<file path="src/rtl/tt_sel_seq_if.sv">
// Request/status channel between chip control logic and one select sequencer.
// The requester uses the master modport and the sequencer uses the slave modport.
interface tt_sel_seq_if #(
  parameter int ADDR_W = 10
);
  logic              req_valid;
  logic [ADDR_W-1:0] req_addr;
  logic              req_ena;
  logic              req_ready;
  logic              done;
  logic [ADDR_W-1:0] cur_addr;
  logic              cur_valid;

  modport master (
    output req_valid, req_addr, req_ena,
    input  req_ready, done, cur_addr, cur_valid
  );

  modport slave (
    input  req_valid, req_addr, req_ena,
    output req_ready, done, cur_addr, cur_valid
  );
endinterface

</file>
<file path="src/rtl/tt_sel_seq.sv">
// Select sequencer: turns an address request into reset/increment pulse trains for a
// ripple select counter, then raises the design enable once the counter has settled.
module tt_sel_seq #(
  parameter int ADDR_W   = 10,
  parameter int PULSE_W  = 2,
  parameter int SETTLE_W = 4,
  parameter bit INCR_EN  = 1'b1
) (
  input  logic        clk,
  input  logic        rst,
  tt_sel_seq_if.slave req,
  output logic        ctrl_sel_rst_n,
  output logic        ctrl_sel_inc,
  output logic        ctrl_ena
);

  localparam logic [2:0] IDLE   = 3'd0;
  localparam logic [2:0] RST_LO = 3'd1;
  localparam logic [2:0] RST_HI = 3'd2;
  localparam logic [2:0] INC_HI = 3'd3;
  localparam logic [2:0] INC_LO = 3'd4;
  localparam logic [2:0] SETTLE = 3'd5;

  localparam int TMR_MAX = (PULSE_W > SETTLE_W) ? PULSE_W : SETTLE_W;
  localparam int TMR_W   = $clog2(TMR_MAX + 1);
  localparam logic [TMR_W-1:0] P_LAST = TMR_W'(PULSE_W - 1);
  localparam logic [TMR_W-1:0] S_LAST = TMR_W'(SETTLE_W - 1);

  logic [2:0]        state, state_nxt;
  logic [TMR_W-1:0]  tmr, tmr_nxt;
  logic [ADDR_W-1:0] cnt, cnt_nxt;
  logic [ADDR_W-1:0] tgt_addr;
  logic              tgt_ena;
  logic              pending;   // a request is in flight, so RST_HI carries on into counting
  logic              accept;
  logic              finish;

  always_comb begin
    // NOTE: every signal written here gets a default first so no path infers a latch.
    state_nxt = state;
    tmr_nxt   = tmr + 1'b1;
    cnt_nxt   = cnt;
    accept    = 1'b0;
    finish    = 1'b0;
    case (state)
      IDLE: begin
        tmr_nxt = '0;
        if (req.req_valid && req.req_ready) begin
          accept = 1'b1;
          if (INCR_EN && req.cur_valid && (req.req_addr >= req.cur_addr)) begin
            cnt_nxt   = req.req_addr - req.cur_addr;
            state_nxt = (req.req_addr == req.cur_addr) ? SETTLE : INC_HI;
          end else begin
            cnt_nxt   = req.req_addr;
            state_nxt = RST_LO;
          end
        end
      end
      RST_LO: begin
        if (tmr == P_LAST) begin
          tmr_nxt   = '0;
          state_nxt = RST_HI;
        end
      end
      RST_HI: begin
        if (tmr == P_LAST) begin
          tmr_nxt = '0;
          if (!pending)        state_nxt = IDLE;
          else if (cnt == '0)  state_nxt = SETTLE;
          else                 state_nxt = INC_HI;
        end
      end
      INC_HI: begin
        if (tmr == P_LAST) begin
          tmr_nxt   = '0;
          cnt_nxt   = cnt - 1'b1;
          state_nxt = INC_LO;
        end
      end
      INC_LO: begin
        if (tmr == P_LAST) begin
          tmr_nxt   = '0;
          state_nxt = (cnt == '0) ? SETTLE : INC_HI;
        end
      end
      SETTLE: begin
        if (tmr == S_LAST) begin
          tmr_nxt   = '0;
          finish    = 1'b1;
          state_nxt = IDLE;
        end
      end
      default: begin
        tmr_nxt   = '0;
        state_nxt = RST_LO;
      end
    endcase
  end

  // Controller-facing outputs are registered from the next state so each phase
  // shows on the pins for exactly the cycles the FSM spends in it.
  always_ff @(posedge clk) begin
    // NOTE: state uses non-blocking assignments so every register samples pre-edge values.
    if (rst) begin
      state          <= RST_LO;
      tmr            <= '0;
      cnt            <= '0;
      tgt_addr       <= '0;
      tgt_ena        <= 1'b0;
      pending        <= 1'b0;
      ctrl_sel_rst_n <= 1'b0;
      ctrl_sel_inc   <= 1'b0;
      ctrl_ena       <= 1'b0;
      req.req_ready  <= 1'b0;
      req.done       <= 1'b0;
      req.cur_addr   <= '0;
      req.cur_valid  <= 1'b0;
    end else begin
      state          <= state_nxt;
      tmr            <= tmr_nxt;
      cnt            <= cnt_nxt;
      ctrl_sel_rst_n <= (state_nxt != RST_LO);
      ctrl_sel_inc   <= (state_nxt == INC_HI);
      req.req_ready  <= (state_nxt == IDLE);
      req.done       <= finish;
      if (accept) begin
        tgt_addr      <= req.req_addr;
        tgt_ena       <= req.req_ena;
        pending       <= 1'b1;
        ctrl_ena      <= 1'b0;
        req.cur_valid <= 1'b0;
      end
      if ((state_nxt == IDLE) && (state != IDLE)) begin
        req.cur_valid <= 1'b1;
        pending       <= 1'b0;
      end
      if (finish) begin
        req.cur_addr <= tgt_addr;
        ctrl_ena     <= tgt_ena;
      end
    end
  end

endmodule

</file>
<file path="src/flat_wrapper.sv">
// flat-port wrapper written by rule: the top's interface ports become plain ports
module tt_sel_seq_flat 
#(
  parameter int ADDR_W   = 10,
  parameter int PULSE_W  = 2,
  parameter int SETTLE_W = 4,
  parameter bit INCR_EN  = 1'b1
)
  (clk, rst, ctrl_sel_rst_n, ctrl_sel_inc, ctrl_ena, req_req_valid, req_req_addr, req_req_ena, req_req_ready, req_done, req_cur_addr, req_cur_valid);
  tt_sel_seq_if #(.ADDR_W(ADDR_W)) req_i ();
  input  logic clk;
  input  logic rst;
  output logic ctrl_sel_rst_n;
  output logic ctrl_sel_inc;
  output logic ctrl_ena;
  input wire logic [$bits(req_i.req_valid)-1:0] req_req_valid;
  input wire logic [$bits(req_i.req_addr)-1:0] req_req_addr;
  input wire logic [$bits(req_i.req_ena)-1:0] req_req_ena;
  output wire logic [$bits(req_i.req_ready)-1:0] req_req_ready;
  output wire logic [$bits(req_i.done)-1:0] req_done;
  output wire logic [$bits(req_i.cur_addr)-1:0] req_cur_addr;
  output wire logic [$bits(req_i.cur_valid)-1:0] req_cur_valid;
  assign req_i.req_valid = req_req_valid;
  assign req_i.req_addr = req_req_addr;
  assign req_i.req_ena = req_req_ena;
  assign req_req_ready = req_i.req_ready;
  assign req_done = req_i.done;
  assign req_cur_addr = req_i.cur_addr;
  assign req_cur_valid = req_i.cur_valid;
  tt_sel_seq #(.ADDR_W(ADDR_W), .PULSE_W(PULSE_W), .SETTLE_W(SETTLE_W), .INCR_EN(INCR_EN)) u_core (.clk(clk), .rst(rst), .req(req_i), .ctrl_sel_rst_n(ctrl_sel_rst_n), .ctrl_sel_inc(ctrl_sel_inc), .ctrl_ena(ctrl_ena));
endmodule
</file>
<file path="config.mk">
export PLATFORM = sky130hd
export DESIGN_NAME = tt_sel_seq_flat
export DESIGN_NICKNAME = d
export VERILOG_FILES = /design/src/rtl/tt_sel_seq_if.sv /design/src/rtl/tt_sel_seq.sv /design/src/flat_wrapper.sv
export SDC_FILE = /design/constraint.sdc
export NUM_CORES = 1
export LEC_CHECK = 0
export BUFFER_PORTS_ARGS = -buffer_cell sky130_fd_sc_hd__clkbuf_2
export CORE_ASPECT_RATIO = 1.4
export CORE_UTILIZATION = 60
export CTS_BUF_LIST = sky130_fd_sc_hd__clkbuf_4
export DETAILED_ROUTE_END_ITERATION = 10
export MAX_ROUTING_LAYER = met4
export PLACE_DENSITY = 0.82
export SYNTH_ARGS = -nofsm -noshare
export SYNTH_HDL_FRONTEND = slang
export SYNTH_SLANG_ARGS = --single-unit
</file>
<file path="constraint.sdc">
create_clock -name clk -period 3.05 [get_ports clk]
set_clock_uncertainty 0.05 [all_clocks]
set_input_delay 0 -clock clk [delete_from_list [all_inputs] [get_ports clk]]
set_output_delay 0 -clock clk [all_outputs]
set_load 0.05 [all_outputs]
</file>
# After elaboration in Yosys (flattened, before gate mapping)
# Cells that the tools add are included.
totals:
  register_bits: 44
  out_inout_bits: 16
  input_bits: 14
  elab_cells: 67
classes:
  n_mux: 25
  n_addsub: 3
  eq_ne: 12
  n_lt_le_gt_ge: 1
  reduce_logical: 13
op_table:
  columns: ["operator", "n"]
  rows:
  - ["2-to-1 mux 3 bit", 12]
  - ["2-to-1 mux 10 bit", 3]
  - ["one-hot mux 10 bit (2 select lines)", 1]
  - ["one-hot mux 3 bit (6 select lines)", 1]
  - ["equality test 3 x 2 -> 1 bit, second input constant", 4]
  - ["equality test 10 bit", 1]
  - [">= comparator 10 bit", 1]
  - ["zero test 10 bit", 1]
  - ["subtractor 10 x 1 -> 10 bit, second input constant", 1]
  - ["subtractor 10 bit", 1]
  - ["2-to-1 mux 1 bit", 7]
  - ["equality test 3 x 1 -> 1 bit, second input constant", 2]
  - ["equality test 3 bit, second input constant", 2]
  - ["zero test 3 bit", 2]
  - ["one-hot mux 3 bit (2 select lines)", 1]
  - ["nonzero test 2 bit", 3]
  - ["inequality test 2 x 1 -> 1 bit, second input constant", 2]
  - ["OR reduction 4 bit", 1]
  - ["adder 3 x 1 -> 3 bit, second input constant", 1]
  - ["logical AND 1 bit", 3]
  - ["inequality test 3 x 1 -> 1 bit, second input constant", 1]
  - ["AND reduction 3 bit", 1]
  - ["nonzero test 3 bit", 1]
  - ["OR reduction 2 bit", 1]

# Longest topological paths before layout
# Gate-level depths: netlist of the first run.
logic_depth:
  depth_word: 8
  ltp_mapped: 10
  ltp_nobuf: 9

# Worst setup path before layout of the first run
# OpenSTA, ideal clock, no wires.
synth_path:
  kind: "reg2reg"
  startpoint: "register u_core.req.cur_addr[2]"
  endpoint: "register u_core.cnt[0]"
  slack_ps: 453
  required_time_ps: 2883
  arrival_time_ps: 2430
  synth_period_minus_slack_ps: 2597
  stages_incl_launch_ff: 10
  setup_time_ps: 117
  n_path_buf: 1
  path_cell_list: "dfxtp_1 -> inv_1 -> ha_1 -> nor2b_4 -> o31a_4 -> o2111a_1 -> o21a_4 -> buf_6 -> mux2i_1 -> a22o_2"
synth_via:
  elab_chain_len: 5
synth_lines:
  columns: ["element", "line_no", "source"]
  rows:
  - ["from (decl)", "tt_sel_seq_if.sv:21", "output req_ready, done, cur_addr, cur_valid"]
  - ["from (signal assigned)", "tt_sel_seq.sv:138", "req.cur_addr <= tgt_addr;"]
  - [">= comparator 10 bit", "tt_sel_seq.sv:50", "if (INCR_EN && req.cur_valid && (req.req_addr >= req.cur_addr)) begin"]
  - ["logical AND 1 bit", "tt_sel_seq.sv:50", null]
  - ["2-to-1 mux 10 bit", "tt_sel_seq.sv:50", null]
  - ["2-to-1 mux 10 bit", "tt_sel_seq.sv:48", "if (req.req_valid && req.req_ready) begin"]
  - ["one-hot mux 10 bit (2 select lines)", "tt_sel_seq.sv:45", "case (state)"]
  - ["to (signal assigned)", "tt_sel_seq.sv:121", "cnt <= cnt_nxt;"]
  - ["to (decl)", "tt_sel_seq.sv:31", "logic [ADDR_W-1:0] cnt, cnt_nxt;"]
# Every way passes these cells. The select of a mux whose other input is x is not followed.
# A chain may end at the register's enable or synchronous reset.

# Worst setup path in the final report of the first run
layout_path:
  startpoint: "register u_core.tmr[0]"
  endpoint: "register u_core.pending"
layout_via:
  elab_chain_len: 6
  word_cells_on_any_way: 11
  cone_classes: "eq/ne: 2; mux: 6; reduce/logical: 3"
layout_lines:
  columns: ["element", "line_no", "source"]
  rows:
  - ["from (decl)", "tt_sel_seq.sv:30", "logic [TMR_W-1:0] tmr, tmr_nxt;"]
  - ["from (signal assigned)", "tt_sel_seq.sv:120", "tmr <= tmr_nxt;"]
  - ["equality test 3 x 2 -> 1 bit / equality test 3 x 1 -> 1 bit (equally long branches)", null, null]
  - ["2-to-1 mux 3 bit, on equally long branches", null, null]
  - ["one-hot mux 3 bit (6 select lines) *", "tt_sel_seq.sv:45", null]
  - ["zero test 3 bit *", "tt_sel_seq.sv:133", "if ((state_nxt == IDLE) && (state != IDLE)) begin"]
  - ["logical AND 1 bit *", "tt_sel_seq.sv:133", null]
  - ["OR reduction 2 bit (no source line) *", null, null]
  - ["to (signal assigned)", "tt_sel_seq.sv:110", "pending <= 1'b0;"]
  - ["to (signal assigned)", "tt_sel_seq.sv:129", "pending <= 1'b1;"]
  - ["to (signal assigned)", "tt_sel_seq.sv:135", "pending <= 1'b0;"]
  - ["to (decl)", "tt_sel_seq.sv:34", "logic pending;"]
# Mark *: on every way between the ends. The rest lies on a longest branch, timed or not.

==> metrics.csv, run 1 <==
stage,metric,value,unit
global_route,grt_usage,31.22,%
global_route,grt_max_degree,39,
worst_hold_path,min_from,req_req_valid,
detailed_routing,ant_nets,0,
setup_path,cp-start-kind,flop,
floorplanning,dieArea,0.004555,mm2
synth,synth_top_family_by_area,simple AND/OR/NAND/NOR gates,
worst_hold_path,hold_end,u_core.ctrl_sel_inc$_SDFF_PP0_,
layout,drive_above_1_share,13.70,%
setup_path,r2r_slack,550,ps
floorplanning,coreArea,0.004020,mm2
placed_design,hpwl,4532,um
placed_design,post_dp_cell_area,0.002716,mm2
cts,postCtsHoldBufs,11,
global_route,grt_pass1_wl,10810,um
synth,synth_compound_area_share,23.02,%
global_route,grt-ovfl-total,0,
sta,fin_crit,2497,ps
cts,cts_setup_buffers,0,
worst_hold_path,hold_path_depth,5,
layout,layout_common_cells,"nand2_1 (58), dfxtp_1 (44), a21oi_1 (42), clkbuf_2 (29)",
cts,clock_path_buffers,2,
floorplanning,rows,27,
synth,yosysSeqAreaShare,34.26,%
setup_path,arrival,2710,ps
sta,worst_slew_pin_slew,776.4,ps
job,maxCapViolations,0,
synth,dominantRegCellSynth,dfxtp_1,
synth,synth.cell_area,0.002571,mm2
synth,synth_xor_area_share,1.703,%
layout,area_growth,13.04,%
layout,multi_input_area,0.001539,mm2
worst_hold_path,hold_class,primary input to flop,
synth,muxShareOfSynthArea,2.920,%
detailed_routing,dr.pass1.iters,5,
cts,cts_sinks,44,
global_route,antenna_found_initial,0,
cts,cts_buffers,5,
synth,yosysTopAreaCellShare,34.26,%
pwr,ir_drop,0.3584,mV
cts,worst_skew_pair.late_latency,350,ps
setup_path,r2r-end,u_core.pending$_SDFFE_PP0P_,
synth,synth-edff-count,0,
synth,ys_ff_latch,44,
sta,min_period_over_period,81.86,%
layout,n_fill_cell,326,
synth,synth.area.top_cells,"dfxtp_1 (34%), nand2_1 (8.5%), a21oi_1 (8.2%)",
floorplanning,fp.dieW,57.33,um
pwr,p_total,1.911,mW
cts,clkTransAtPathRegs,130,ps
sta,setup_viol,0,
sta,rsz0062_at_grt,false,
detailed_routing,drt_iter0_drc,170,
cts,h-tree-depth,2,
placed_design,gp_congestion,0.9622,
layout,antenna_cells,0,
floorplanning,initial_utilization,63.96,%
sta,fin_tns_setup,0,ps
cts,cts_tree,built,
synth,syn-num-nets,359,
sta,final_hold_viol_count,0,
global_route,first_global_vias,2457,
cts,cts_root_buffer,clkbuf_4,
detailed_routing,vias,2557,
setup_path,worstPathRequired,3270,ps
detailed_routing,drc,0,
layout,fin_area,0.002907,mm2
synth,ys_types,55,
placed_design,io_buffer_count,29,
synth,synth-warning-count,0,
synth,synth-simple-area-share,24.14,%
setup_path,cp_max_fo,10,
layout,final_common_cell,nand2_1,
synth,synth_fa_ha_area_share,8.078,%
synth,syn_inst,329,
sta,worst_hold_slack,204.9,ps
detailed_routing,finalWirelength,6316,um
setup_path,rr_startpoint,u_core.tmr[0]$_SDFF_PP0_,
synth,async_flop_share,0,%
setup_path,worst_setup_path_end_kind,flop,
floorplanning,die_h,79.46,um
sta,slew_headroom,48.24,%
floorplanning,io_pins,30,
pwr,power.leakage,1.134,nW
sta,clock.fmax,0.4005,GHz
setup_path,rr_worst_depth,7,
sta,drv_slew,0,
outcome,status,finished clean,
pwr,powerDensity,657.5,mW/mm2
layout,seqCellArea,880.8,um2
synth,synth_largest_area_cell,dfxtp_1,
setup_path,critPathKind,flop to flop,
detailed_routing,vias_per_cell,6.267,
detailed_routing,wl_per_cell,15.48,um
synth,syn_avg_cell_area,7.815,um2
cts,cts_resized,0,
layout,num-nets-final,394,
## worst max path at each step
stage                                             start  cells past startpoint                          end  slack [ps]
detailed placement             u_core.tmr[0]$_SDFF_PP0_                      7  u_core.pending$_SDFFE_PP0P_         640
CTS                 u_core.req.cur_addr[0]$_SDFFE_PP0P_                      8   u_core.cnt[9]$_SDFFE_PP0P_         600
global placement    u_core.req.cur_addr[0]$_SDFFE_PP0P_                      8   u_core.cnt[9]$_SDFFE_PP0P_         720
floorplan           u_core.req.cur_addr[2]$_SDFFE_PP0P_                      9   u_core.cnt[0]$_SDFFE_PP0P_         450
global route                   u_core.tmr[0]$_SDFF_PP0_                      7  u_core.pending$_SDFFE_PP0P_         360
finish                         u_core.tmr[0]$_SDFF_PP0_                      7  u_core.pending$_SDFFE_PP0P_         550
## per-layer routing
layer	GRT usage (%)	vias up	wire [um]
met2	57.29	100	3365
met1	32.86	1201	2499
met3	4.862	17	318
li1	-	1239	-
met5	-	-	0
met4	12.93	0	132
## synth_stat cells, drive strengths merged, types with 2 or more instances
master	number
mux2i	6
xnor2	3
nand2	58
nor2	17
and3	6
dfxtp	44
o211ai	2
o31ai	2
or4	2
nand3	12
clkbuf	8
nand4	3
buf	7
nor3b	3
nand2b	2
a21oi	42
nor3	10
inv	20
nor4	3
o31a	2
o22ai	4
xor2	2
o21a	4
a32oi	2
o21ai	20
a31oi	5
a22oi	2
nand3b	2
ha	15
nor2b	6
## report_power, final
| part | switching (mW) | leakage (nW) | internal (mW) | total (mW) |
|---|---|---|---|---|
| Clock | 0.188 | 0.0428 | 0.171 | 0.359 |
| Combinational | 0.502 | 0.735 | 0.287 | 0.790 |
| Sequential | 0.105 | 0.356 | 0.657 | 0.762 |
| Total | 0.795 | 1.13 | 1.12 | 1.91 |
## through the flow
step                utilization (%)  cells  worst slack (ps)
floorplan                         -    329             453.0
global placement              67.57    389             722.7
detailed placement            67.57    389             636.3
CTS                           72.30    408             604.9
global route                  72.30    408             363.5
finish                        72.30    408             553.2
## cell families after synthesis
kind of cell,after synthesis
XOR/XNOR,5
buffers and inverters,35
multiplexers,7
AO/OA/AOI/OAI,96
flip-flops,44
adder cells (fa/ha/maj),16
AND/OR/NAND/NOR,126
## cell type report
type | count | share of cell area (%)
multi-input combinational | 250 | 52.95
sequential | 44 | 30.31
timing repair buffer | 43 | 9.557
inverter | 20 | 2.583
tap | 43 | 1.851
clock inverter | 3 | 1.464
clock buffer | 5 | 1.291
## registers in the layout, indices dropped and copies added (netlist names), 3 cells and up
| name | flops |
|---|---|
| u_core.tgt_addr | 10 |
| u_core.tmr | 3 |
| u_core.cnt | 10 |
| u_core.state | 3 |
| u_core.req.cur_addr | 10 |
## critical path, stage by stage, from the launching register on
cell,delay [ps]
dfxtp_1,390
ha_1,170
nor2b_1,540
mux2i_1,180
a21oi_1,230
o41ai_1,120
or4_1,570
o211a_1,150
Power figures use the tool's default switching activity.
==> inputs of run 2 (changes only) <==
--- a/config.mk
+++ b/config.mk
@@ -7,11 +7,11 @@
 export LEC_CHECK = 0
 export BUFFER_PORTS_ARGS = -buffer_cell sky130_fd_sc_hd__clkbuf_2
 export CORE_ASPECT_RATIO = 1.4
-export CORE_UTILIZATION = 60
+export CORE_UTILIZATION = 54
 export CTS_BUF_LIST = sky130_fd_sc_hd__clkbuf_4
 export DETAILED_ROUTE_END_ITERATION = 10
 export MAX_ROUTING_LAYER = met4
-export PLACE_DENSITY = 0.82
+export PLACE_DENSITY = 0.78
 export SYNTH_ARGS = -nofsm -noshare
 export SYNTH_HDL_FRONTEND = slang
 export SYNTH_SLANG_ARGS = --single-unit
==> constraint.sdc (replaced) <==
create_clock -name clk -period 2.1 [get_ports clk]
set_clock_uncertainty 0.05 [all_clocks]
set_input_delay 0 -clock clk [delete_from_list [all_inputs] [get_ports clk]]
set_output_delay 0 -clock clk [all_outputs]
set_load 0.05 [all_outputs]
==> metrics.csv, run 2 (synthesis results as in run 1) <==
stage,metric,value,unit,change
cts,cts_sinks,44,,unchanged
global_route,grt-ovfl-total,0,,unchanged
global_route,grt_usage,28.59,%,-2.6 points
layout,antenna_cells,0,,unchanged
placed_design,dp_slack,-97.12,ps,-733.5 ps
detailed_routing,vias_per_cell,5.723,,-8.7%
sta,fin_crit,2161,ps,-335.5 ps
setup_path,crit_buf_inv,1,,+1
sta,clock.fmax,0.4627,GHz,+16%
floorplanning,rows,29,,+7.4%
placed_design,io_buffer_count,29,,unchanged
layout,final_common_cell,nand2_1,,
floorplanning,coreArea,0.004536,mm2,+13%
worst_hold_path,min_from,req_req_addr[1],,
sta,worst_slew_pin_slew,503.5,ps,-272.9 ps
pwr,powerDensity,905.5,mW/mm2,+38%
floorplanning,io_pins,30,,unchanged
detailed_routing,finalWirelength,6640,um,+5.1%
setup_path,cp_max_fo,8,,-2
sta,slew_headroom,66.37,%,+18 points
floorplanning,dieArea,0.005045,mm2,+11%
setup_path,critPathKind,flop to flop,,
worst_hold_path,hold_class,primary input to flop,,
placed_design,hpwl,4826,um,+6.5%
layout,num-nets-final,425,,+7.9%
detailed_routing,drc,0,,unchanged
detailed_routing,vias,2621,,+2.5%
sta,min_period_over_period,102.9,%,+21 points
setup_path,cp_cell_sequence,"ha_4, fa_2, nor2b_4, o31a_4, o2111a_2, o21a_4, buf_4, mux2i_2, o22ai_1",,
layout,drive_above_1_share,28.03,%,+14 points
setup_path,cp-start-kind,flop,,
setup_path,slowest_stage,dfxtp_4,,
pwr,ir_drop,0.5407,mV,+51%
outcome,status,"complete, but fails checks",,
pwr,power.leakage,1.300,nW,+15%
pwr,p_total,2.954,mW,+55%
cts,clock_path_buffers,2,,unchanged
sta,fin_tns_setup,-231.1,ps,-231.1 ps
job,maxCapViolations,0,,unchanged
setup_path,worst_setup_path_end_kind,flop,,
floorplanning,fp.dieW,60.32,um,+5.2%
setup_path,worstPathRequired,2290,ps,-980 ps
layout,area_growth,26.86,%,
floorplanning,die_h,83.65,um,+5.3%
setup_path,crit_family,compound AO/OA/AOI/OAI gates,,
cts,cts_buffers,5,,unchanged
global_route,antenna_found_initial,0,,unchanged
sta,drv_slew,0,,unchanged
detailed_routing,drt_iter0_drc,107,,-37%
setup_path,arrival,2360,ps,-350 ps
cts,cts_tree,built,,
outcome,violations,negative setup slack,,
layout,largestRegisters,"u_core.cnt (10), u_core.req.cur_addr (10), u_core.tgt_addr (10)",,
cts,clkTransAtPathRegs,130,ps,about the same
placed_design,gp_congestion,0.9634,,+0.12%
setup_path,r2r_slack,-60,ps,-610 ps
global_route,grt_max_degree,38,,-2.6%
cts,h-tree-depth,2,,unchanged
cts,worst_skew_pair.late_latency,350,ps,about the same
global_route,grt_pass1_wl,10860,um,+0.51%
setup_path,critPathLaunch,u_core.req.cur_addr[0]$_SDFFE_PP0P_,,
sta,final_hold_viol_count,0,,unchanged
layout,n_fill_cell,360,,+10%
detailed_routing,wl_per_cell,14.50,um,-6.3%
sta,setup_viol,7,,+7
global_route,first_global_vias,2536,,+3.2%
layout,layout_common_cells,"nand2_1 (58), a21oi_1 (40), buf_4 (32), dfxtp_1 (32), clkbuf_2 (29)",,
cts,cts_root_buffer,clkbuf_4,,
sta,worst_slack,-61.33,ps,-614.5 ps
layout,utilization,71.92,%,-0.38 points
floorplanning,initial_utilization,56.69,%,-7.3 points
detailed_routing,ant_nets,0,,unchanged
detailed_routing,dr.pass1.iters,4,,-1
setup_path,rr_startpoint,u_core.req.cur_addr[0]$_SDFFE_PP0P_,,
sta,rsz0062_at_grt,true,,
setup_path,cp_slowest_stage_delay,380,ps,-190 ps
==> run 2: cell count changes in the layout (fill, tap and decap cells not counted), sizes merged <==
cell / change
buf: +30
bufinv: -1
clkinv: +1
dlygate4sd3: +1
==> run 2: what timing repair did <==
action                                  in CTS  in global routing
endpoints found under the setup margin      10                 15
pin swaps                                    5                  2
gates cloned                                 0                  0
gates resized for setup                      5                 13
hold buffers                                12                  0
buffers inserted                             3                  1
endpoints found under the hold margin       20                  0
==> run 2: area by class of cell <==
class	instances	area [um2]	area share, %
clock inverters	3	18.77	0.5754
repair buffers	74	516.7	15.84
multi-input cells	250	1633	50.06
clock buffers	5	37.54	1.151
well taps	62	77.57	2.378
flip-flops and latches	44	903.4	27.69
inverters	20	75.07	2.301
==> run 2: worst paths after layout <==
path,cells past startpoint,end
min reg2reg,1,u_core.tmr[0]$_SDFF_PP0_
max,9,u_core.cnt[4]$_SDFFE_PP0P_
max reg2reg,9,u_core.cnt[4]$_SDFFE_PP0P_
min,4,u_core.cnt[1]$_SDFFE_PP0P_
==> run 2: layer usage <==
layer,track usage [%],vias to the layer above,part of all wire [%]
li1,-,1297,-
met1,30.23,1229,40
met2,49.75,76,53
met3,5.426,19,4.2
met4,11.84,0,2.5
met5,-,-,0
==> run 2: power breakdown <==
part | leakage (nW) | internal (mW) | total [mW] | switching, mW
clock | 0.0349 | 0.129 | 0.400 | 0.272
sequential | 0.363 | 0.955 | 1.08 | 0.129
combinational | 0.902 | 0.633 | 1.47 | 0.836
==> run 2: worst reg2reg max path, cell delays in order, from the launching register on <==
cell	delay, ps
dfxtp_4	380
ha_4	160
fa_2	370
nor2b_4	140
o31a_4	140
o2111a_2	220
o21a_4	200
buf_4	130
mux2i_2	200
o22ai_1	80
==> run 2: stage by stage <==
| stage | hold slack (ps) | area, um2 | cells |
|---|---|---|---|
| detailed placement | 186.4 | 2987 | 434 |
| finish | 48.38 | 3262 | 458 |
| floorplan | 85.96 | 2623 | 329 |
| global placement | 175.0 | 2987 | 434 |
| CTS | 38.33 | 3202 | 457 |
| global route | 51.31 | 3262 | 458 |
==> inputs of run 3 (changes only) <==
--- a/config.mk
+++ b/config.mk
@@ -7,11 +7,11 @@
 export LEC_CHECK = 0
 export BUFFER_PORTS_ARGS = -buffer_cell sky130_fd_sc_hd__clkbuf_2
 export CORE_ASPECT_RATIO = 1.4
-export CORE_UTILIZATION = 54
+export CORE_UTILIZATION = 45
 export CTS_BUF_LIST = sky130_fd_sc_hd__clkbuf_4
 export DETAILED_ROUTE_END_ITERATION = 10
 export MAX_ROUTING_LAYER = met4
-export PLACE_DENSITY = 0.78
+export PLACE_DENSITY = 0.67
 export SYNTH_ARGS = -nofsm -noshare
 export SYNTH_HDL_FRONTEND = slang
 export SYNTH_SLANG_ARGS = --single-unit
==> constraint.sdc (replaced) <==
create_clock -name clk -period 2.1 [get_ports clk]
set_clock_uncertainty 0.05 [all_clocks]
set_input_delay 0.42 -clock clk [delete_from_list [all_inputs] [get_ports clk]]
set_output_delay 0.42 -clock clk [all_outputs]
set_load 0.05 [all_outputs]
==> metrics.csv, run 3 (synthesis results as in run 1) <==
stage,metric,value,unit,change
pwr,intPower,1.826,mW,+6.4%
sta,fin_tns_setup,-100.7,ps,+130.4 ps
layout,num-nets-final,429,,+0.94%
layout,area_growth,27.93,%,
global_route,grt_pass1_wl,11140,um,+2.5%
floorplanning,dieArea,0.006025,mm2,+19%
setup_path,slowest_stage,or4_1,,
floorplanning,fp.dieW,65.89,um,+9.2%
global_route,grt_usage,24.42,%,-4.2 points
layout,n_fill_cell,509,,+41%
layout,antenna_cells,0,,unchanged
pwr,power_frac_comb,46.9,%,-2.8 points
layout,layout_common_cells,"nand2_1 (58), buf_4 (47), a21oi_1 (40), dfxtp_1 (34), clkbuf_2 (29)",,
setup_path,rr_startpoint,u_core.req.cur_addr[0]$_SDFFE_PP0P_,,
setup_path,crit_family,simple AND/OR/NAND/NOR gates,,
sta,slew_headroom,68.02,%,+1.7 points
setup_path,arrival,2410,ps,+50 ps
global_route,antenna_found_initial,0,,unchanged
setup_path,cp_cell_sequence,"ha_4, fa_2, nor2b_4, o31a_4, o2111a_2, o21ai_2, or4_1, nand3_1",,
sta,min_period_over_period,102.0,%,-0.97 points
cts,clock_path_buffers,2,,unchanged
pwr,powerDensity,926.8,mW/mm2,+2.4%
detailed_routing,finalWirelength,6499,um,-2.1%
sta,clock.fmax,0.4671,GHz,+0.95%
placed_design,io_buffer_count,29,,unchanged
setup_path,cp-start-kind,flop,,
floorplanning,io_pins,30,,unchanged
layout,largestRegisters,"u_core.cnt (10), u_core.req.cur_addr (10), u_core.tgt_addr (10)",,
sta,setup_viol,3,,-4
setup_path,worstPathRequired,2370,ps,+80 ps
sta,drv_slew,0,,unchanged
pwr,clkPwrFrac,17.6,%,+4.0 points
floorplanning,rows,32,,+10%
sta,worst_slew_pin_slew,478.7,ps,-24.81 ps
worst_hold_path,hold_class,primary input to flop,,
floorplanning,coreArea,0.005525,mm2,+22%
setup_path,critPathKind,flop to flop,,
cts,clkTransAtPathRegs,140,ps,about the same
cts,cts_tree,built,,
outcome,status,"complete, but fails checks",,
layout,multi_input_area,0.001628,mm2,-0.31%
layout,drive_above_1_share,30.50,%,+2.5 points
pwr,p_total,3.049,mW,+3.2%
setup_path,crit_buf_inv,0,,-1
placed_design,gp_congestion,0.9537,,-1.0%
sta,worst_slack,-41.02,ps,+20.31 ps
cts,cts_root_buffer,clkbuf_4,,
setup_path,cp_slowest_stage_delay,500,ps,+120 ps
global_route,first_global_vias,2478,,-2.3%
pwr,seq_power_share,35.5,%,-1.2 points
setup_path,worst_setup_path_end_kind,flop,,
cts,postCtsHoldBufs,0,,-12
job,maxCapViolations,0,,unchanged
detailed_routing,drc,0,,unchanged
layout,seqCellArea,900.9,um2,-0.28%
sta,final_hold_viol_count,0,,unchanged
outcome,violations,negative setup slack,,
global_route,grt_max_degree,38,,unchanged
pwr,p_sw,1.223,mW,-1.1%
worst_hold_path,min_from,req_req_ena,,
pwr,ir_drop,0.5265,mV,-2.6%
detailed_routing,dr.pass1.iters,4,,unchanged
cts,h-tree-depth,2,,unchanged
detailed_routing,vias_per_cell,5.472,,-4.4%
placed_design,numPlacedInstances,458,,+5.5%
floorplanning,die_h,91.44,um,+9.3%
cts,cts_buffers,5,,unchanged
sta,rsz0062_at_grt,true,,
detailed_routing,drt_iter0_drc,56,,-48%
pwr,swShare,40.12,%,-1.8 points
layout,instances_no_fill,468,,+2.2%
setup_path,cp_max_fo,3,,-5
global_route,grt-ovfl-total,0,,unchanged
sta,worst_hold_slack,205.4,ps,+157.1 ps
cts,cts_sinks,44,,unchanged
placed_design,hpwl,4976,um,+3.1%
detailed_routing,ant_nets,0,,unchanged
layout,utilization,59.53,%,-12 points
setup_path,critPathLaunch,u_core.req.cur_addr[0]$_SDFFE_PP0P_,,
layout,final_common_cell,nand2_1,,
floorplanning,initial_utilization,46.54,%,-10 points
detailed_routing,wl_per_cell,13.89,um,-4.2%
pwr,power.leakage,1.323,nW,+1.8%
cts,worst_skew_pair.late_latency,360,ps,about the same
sta,fin_crit,2141,ps,-20.31 ps
detailed_routing,vias,2561,,-2.3%
run 3: worst paths after layout:
kind | end | slack, ps | cells past startpoint
setup / recovery | u_core.cnt[9]$_SDFFE_PP0P_ | -40 | 8
hold / removal | u_core.tgt_ena$_SDFFE_PP0P_ | 210 | 3
setup reg to reg | u_core.cnt[9]$_SDFFE_PP0P_ | -40 | 8
hold reg to reg | u_core.req.cur_addr[2]$_SDFFE_PP0P_ | 400 | 2
run 3: tightest hold or removal path, stage by stage:
cell      delay, ps
clkbuf_2         80
nand2_1          40
a21oi_1          50
run 3: power groups by stage:
stage | Clock (mW) | Combinational (mW) | Sequential, mW
after floorplan | 0 | 0.866 | 1.16
after global placement | 0 | 1.37 | 1.09
after detailed placement | 0 | 1.40 | 1.10
after CTS | 0.548 | 1.42 | 1.08
after global routing | 0.584 | 1.58 | 1.10
final | 0.535 | 1.43 | 1.08
run 3: layout make-up:
cell class	count	share of cell area (%)
multi-input cells	251	49.49
well taps	68	2.587
clock inverters	3	1.293
clock buffers	5	1.141
inverters	20	2.358
flip-flops and latches	44	27.39
repair buffers	77	15.75
run 3: per-stage QoR:
stage | worst slack (ps) | cell area (um2)
after floorplan | -183.1 | 2648
after global placement | -258.1 | 3167
after detailed placement | -294.5 | 3167
after CTS | -38.74 | 3267
after global routing | -95.59 | 3289
final | -41.02 | 3289
run 3: per-layer routing:
layer | share of wire [%] | routed length, um | vias up | track usage (%)
met2 | 52 | 3368 | 44 | 40.99
li1 | - | - | 1308 | -
met3 | 3.0 | 193 | 10 | 3.518
met5 | 0 | 0 | - | -
met4 | 2.3 | 148 | 0 | 11.05
met1 | 43 | 2789 | 1199 | 27.92
run 3: timing repair:
item | in CTS | in global routing
buffers inserted | 0 | 1
resized for setup | 3 | 7
endpoints found under the setup margin | 9 | 13
pin swaps | 3 | 4
cloned | 1 | 0
